==> src/rtl/mmio_fabric.sv <==
// MMIO fabric: decodes CPU accesses onto up to 16 peripheral slots by 64 KiB page,
// forwards busy/read data from the selected slot, and reports decode and
// timeout errors through a sticky flag that remembers the first faulting address.
module mmio_fabric #(
   parameter int unsigned           NSLOT      = 4,
   parameter logic [NSLOT*16-1:0]   SLOT_PAGES = {16'h0001, 16'h0040, 16'h0001, 16'h0000},
   parameter int unsigned           TIMEOUT    = 255,
   parameter logic [31:0]           ERR_DATA   = 32'hFFFF_FFFF
) (
   input  logic                  clk,
   input  logic                  resetn,
   input  logic [31:0]           mem_addr,
   input  logic                  mem_rstrb,
   input  logic [3:0]            mem_wmask,
   output logic [31:0]           mem_rdata,
   output logic                  mem_rbusy,
   output logic                  mem_wbusy,
   output logic [NSLOT-1:0]      per_rd,
   output logic [NSLOT-1:0]      per_wr,
   input  logic [NSLOT*32-1:0]   per_rdata,
   input  logic [NSLOT-1:0]      per_rbusy,
   input  logic [NSLOT-1:0]      per_wbusy,
   output logic                  err_irq,
   output logic [31:0]           err_addr,
   input  logic                  err_clr
);

   localparam int unsigned SEL_W = (NSLOT > 1) ? $clog2(NSLOT) : 1;
   localparam int unsigned CNT_W = 16;

   typedef enum logic [1:0] {
      IDLE  = 2'd0,
      RWAIT = 2'd1,
      WWAIT = 2'd2
   } state_t;

   state_t              state_q, state_d;
   logic [SEL_W-1:0]    sel_q, sel_d;
   logic [CNT_W-1:0]    wcnt_q, wcnt_d;
   logic                derr_q, derr_d;
   logic                err_irq_q;
   logic [31:0]         err_addr_q;

   logic                hit;
   logic [SEL_W-1:0]    hit_idx;
   logic                raise;
   logic                timeout;
   logic [31:0]         sel_rdata;
   logic [NSLOT-1:0]    rd_pulse, wr_pulse;

   // Page decode: lowest matching slot wins when pages overlap.
   always_comb begin
      hit     = 1'b0;
      hit_idx = '0;
      for (int s = int'(NSLOT) - 1; s >= 0; s--) begin
         if (mem_addr[31:16] == SLOT_PAGES[16*s +: 16]) begin
            hit     = 1'b1;
            hit_idx = SEL_W'(s);
         end
      end
   end

   assign sel_rdata = per_rdata[32*int'(sel_q) +: 32];
   assign timeout   = (wcnt_q == CNT_W'(TIMEOUT - 1));

   // Next-state, strobe forwarding and CPU-side busy/data muxing.
   always_comb begin
      state_d   = state_q;
      sel_d     = sel_q;
      wcnt_d    = wcnt_q;
      derr_d    = derr_q;
      raise     = 1'b0;
      rd_pulse  = '0;
      wr_pulse  = '0;
      mem_rbusy = 1'b0;
      mem_wbusy = 1'b0;
      mem_rdata = derr_q ? ERR_DATA : sel_rdata;
      unique case (state_q)
         IDLE: begin
            if ((|mem_wmask) || mem_rstrb) begin
               if (hit) begin
                  sel_d  = hit_idx;
                  wcnt_d = '0;
                  derr_d = 1'b0;
                  if (|mem_wmask) begin
                     wr_pulse[hit_idx] = 1'b1;
                     state_d           = WWAIT;
                  end else begin
                     rd_pulse[hit_idx] = 1'b1;
                     state_d           = RWAIT;
                  end
               end else begin
                  derr_d = 1'b1;
                  raise  = 1'b1;
               end
            end
         end
         RWAIT: begin
            mem_rdata = sel_rdata;
            if (per_rbusy[sel_q]) begin
               if (timeout) begin
                  mem_rdata = ERR_DATA;
                  raise     = 1'b1;
                  state_d   = IDLE;
               end else begin
                  mem_rbusy = 1'b1;
                  wcnt_d    = CNT_W'(wcnt_q + 1'b1);
               end
            end else begin
               state_d = IDLE;
            end
         end
         WWAIT: begin
            if (per_wbusy[sel_q]) begin
               if (timeout) begin
                  raise   = 1'b1;
                  state_d = IDLE;
               end else begin
                  mem_wbusy = 1'b1;
                  wcnt_d    = CNT_W'(wcnt_q + 1'b1);
               end
            end else begin
               state_d = IDLE;
            end
         end
         default: state_d = IDLE;
      endcase
   end

   // Peripheral strobes are suppressed while reset is held.
   assign per_rd = resetn ? rd_pulse : '0;
   assign per_wr = resetn ? wr_pulse : '0;

   // FSM and access-tracking registers.
   always_ff @(posedge clk) begin
      if (!resetn) begin
         state_q <= IDLE;
         sel_q   <= '0;
         wcnt_q  <= '0;
         derr_q  <= 1'b0;
      end else begin
         state_q <= state_d;
         sel_q   <= sel_d;
         wcnt_q  <= wcnt_d;
         derr_q  <= derr_d;
      end
   end

   // Sticky error flag; a new error beats a simultaneous clear.
   always_ff @(posedge clk) begin
      if (!resetn) begin
         err_irq_q  <= 1'b0;
         err_addr_q <= '0;
      end else if (raise) begin
         err_irq_q <= 1'b1;
         if (!err_irq_q || err_clr) begin
            err_addr_q <= mem_addr;
         end
      end else if (err_clr) begin
         err_irq_q  <= 1'b0;
         err_addr_q <= '0;
      end
   end

   assign err_irq  = err_irq_q;
   assign err_addr = err_addr_q;

endmodule

==> config.mk <==
export PLATFORM = sky130hd
export DESIGN_NAME = mmio_fabric
export DESIGN_NICKNAME = d
export VERILOG_FILES = /design/src/rtl/mmio_fabric.sv
export SDC_FILE = /design/constraint.sdc
export NUM_CORES = 1
export LEC_CHECK = 0
export CELL_PAD_IN_SITES_DETAIL_PLACEMENT = 1
export CELL_PAD_IN_SITES_GLOBAL_PLACEMENT = 2
export CORE_ASPECT_RATIO = 0.9
export CORE_MARGIN = 2
export CORE_UTILIZATION = 17
export DETAILED_ROUTE_END_ITERATION = 10
export GPL_ROUTABILITY_DRIVEN = 0
export PLACE_DENSITY = 0.8
export RECOVER_POWER = 50
export SLEW_MARGIN = 15
export SYNTH_ARGS = -nofsm -noshare
export SYNTH_HDL_FRONTEND = slang
export SYNTH_SLANG_ARGS = --single-unit
==> constraint.sdc <==
create_clock -name clk -period 2.1 [get_ports clk]
set_clock_uncertainty 0.05 [all_clocks]
set_input_delay 0.42 -clock clk [delete_from_list [all_inputs] [get_ports clk]]
set_output_delay 0.42 -clock clk [all_outputs]
set_load 0.005 [all_outputs]
==> reports/metrics.cfg <==
[critical_path]
cp.required_ns = 1.63
cp_max_fo = 8
r2r_slack_ns = -0.45
r2r_cells = 10
worstSetupStartpointType = flop
reg2reg_from = sel_q[0]
critPathCaptureType = output pin
critPathArrivalTime_ns = 2.35
r2r-end = err_addr[21]
path_class = flop to output pin

[pwr]
peakVddDrop_uv = 282.9
seqPwrFrac_pct = 36.5
p_comb_share_pct = 29.5
p_sw_mw = 0.7549
power.leakage_nw = 3.200
finalPower_mw = 3.003
power_density_nw_per_um2 = 368.6
pwr-share-clk_pct = 34.0
intPower_mw = 2.248
swShare_pct = 25.14

[synth]
ys_seq_area_share_pct = 30.85
synthCells = 337
yosysTopAreaCellShare_pct = 30.85
synth_most_common_cell = dfxtp_1
synth_area_leaders = dfxtp_1 31%, mux4_2 22%, a22o_1 8.0%
ys_ff_latch = 54
synth_edf_count = 0
avgSynthCellArea_um2 = 10.40
yosysTopAreaCell = dfxtp_1
synth.distinct_cells = 50
yosysWarnings = 0
synth_top_flop_cell = dfxtp_1
synth-async-reset-ratio_pct = 0
syn-cell-area_um2 = 3505
synth_common_cells = 54 x dfxtp_1, 34 x mux4_2, 34 x nand2b_1

[drt]
drc_errors = 0
ant_nets = 0
drt_iter0_drc = 187
drt-total-wl_um = 20410
vias = 4443
wl_per_cell_um = 21.62
firstDrtPassIters = 5
routed_via_density = 4.707

[clock_network]
cts_buffer_depth = 2
clk_latency_ns = 0.31
cts_buffers = 5
path_clk_slew_ns = 0.08
cts-root-buf = clkbuf_16
cts_tree = done
clock-sinks = 54
htreeDepth = 2

[sta]
rsz0062_at_grt = yes
max_freq_mhz = 355.0
worst_pin_slew_ns = 0.5332
finalSetupViolCount = 89
fin_ws_ns = -0.7165
min_period_ns = 2.817
drv_slew = 0
fin_crit_sh_pct = 134.1
relSlewSlack_pct = 64.38
finalHoldViolCount = 0

[global_routing]
grt_pass1_vias = 4905
grt_overflow = 0
antenna_found_initial = 0
grt_use_total_pct = 17.57
grt_max_degree = 33
grt_pass1_wl_um = 29170

[layout]
utilization_pct = 40.51
final_nets = 870
diodes = 0
layout-drive-gt1-share_pct = 44.99
syn2layout_area_growth_pct = 132.5
layout.cells.non_filler = 944

[die]
die_h_um = 140.2
die_area_um2 = 21780
core-area_um2 = 20110
die_w_um = 155.3
start_util_pct = 17.43
ios = 251
rows = 49

[placement]
io_buffer_count = 248
pre_cts_slack_ns = -1.055
hpwl_um = 14380
post-place-cells = 883

[hold_path]
holdPathEnd = err_addr[27]
worstHoldStart = mem_addr[27]
min_path_type = input pin to flop
hold_depth = 2

[run_status]
status = finished, violations left
violations = setup timing

[job]
drv_cap = 0

==> metrics by stage <==
stage          setup TNS [ns]  cell area (um^2)  hold slack, ns
5_1_grt                -45.82              8147          0.2670
3_3_place_gp           -59.31              6834          0.3920
2_1_floorplan        -0.05438              3580          0.3818
3_5_place_dp           -65.06              6834          0.4157
4_1_cts                -41.75              7809          0.2732
6_report               -39.41              8147          0.2797
==> critical path, stage by stage (launching register included) <==
cell and delay, ns:
dfxtp_2 0.32, or4_4 0.56, nor3b_4 0.22, and3_4 0.23, a31oi_4 0.14, buf_12 0.17, buf_16 0.14, buf_12 0.12
nand2b_4 0.05, buf_6 0.08
==> power by group through the flow <==
stage / sequential, mW / combinational [mW] / clock [mW]
finish: 1.10 / 0.886 / 1.02
global route: 1.10 / 0.936 / 1.10
CTS: 1.10 / 0.877 / 1.06
detailed placement: 1.12 / 0.763 / 0
global placement: 1.12 / 0.749 / 0
floorplan: 1.12 / 0.180 / 0
==> cells in the final DEF, fill, tap and decap left out, types with 7 or more instances in the layout <==
master | netlist | layout
buf_6 | 1 | 50
mux4_2 | 34 | 34
a22o_1 | 32 | 32
nor3_1 | 10 | 7
buf_4 | 5 | 71
clkbuf_16 | 0 | 7
a21oi_2 | 1 | 14
clkdlybuf4s50_1 | 0 | 167
nand4_1 | 9 | 9
dlygate4sd3_1 | 0 | 19
nand3_1 | 8 | 8
or4_4 | 2 | 10
inv_1 | 9 | 9
buf_12 | 0 | 14
dfxtp_1 | 54 | 47
nand2b_4 | 0 | 20
nand2_1 | 10 | 7
nor2_1 | 11 | 7
nand2b_1 | 34 | 14
buf_2 | 9 | 29
==> layer usage <==
| metal | up-vias | global-route usage [%] | wire [um] |
|---|---|---|---|
| met3 | 24 | 4.579 | 1316 |
| met5 | - | 0 | 0 |
| met4 | 0 | 4.297 | 482 |
| met2 | 161 | 33.21 | 11000 |
| met1 | 2218 | 19.49 | 7606 |
| li1 | 2040 | - | - |
==> sequential cells by signal (all words and copies together) (netlist names) <==
| signal | cells |
|---|---|
| wcnt_q | 16 |
| err_addr | 32 |
| sel_q | 2 |
| derr_q | 1 |
| state_q | 2 |
| err_irq | 1 |
==> cell families (layout without fill, tap and decap cells) <==
family | after synthesis | count (layout) | synth area share [%]
buf+inv | 36 | 387 | 4.927
compound gates | 81 | 81 | 17.96
simple gates | 124 | 124 | 21.88
flops | 54 | 54 | 30.85
other cells | 1 | 2 | 0.1070
fa+ha+maj | 6 | 6 | 2.142
mux | 35 | 35 | 22.13
==> repair_timing <==
item	CTS	global route
buffers inserted	33	18
cloned	9	1
setup endpoints to repair	92	91
gates resized for setup	327	66
hold buffers	0	0
pin swaps	28	24
hold endpoints to repair	0	0
==> worst max-delay path by stage <==
stage,startpoint,endpoint,cells after the start
after floorplan,mem_addr[25],wcnt_q[14],6
after global placement,mem_addr[17],per_rd[1],6
after detailed placement,mem_addr[17],per_rd[1],6
after CTS,wcnt_q[11],mem_rdata[6],9
after global routing,wcnt_q[13],mem_rdata[4],9
final,wcnt_q[13],mem_rdata[4],9
==> layout make-up <==
type / instances / area [um^2]
clock inverter: 3 / 47.55
sequential: 54 / 1092
clock buffer: 5 / 125.1
inverter: 9 / 33.78
tap: 255 / 319.1
multi-input combinational: 248 / 2811
timing repair buffer: 370 / 3717
fill: 2156 / 11960
Power figures use the tool's default switching activity.
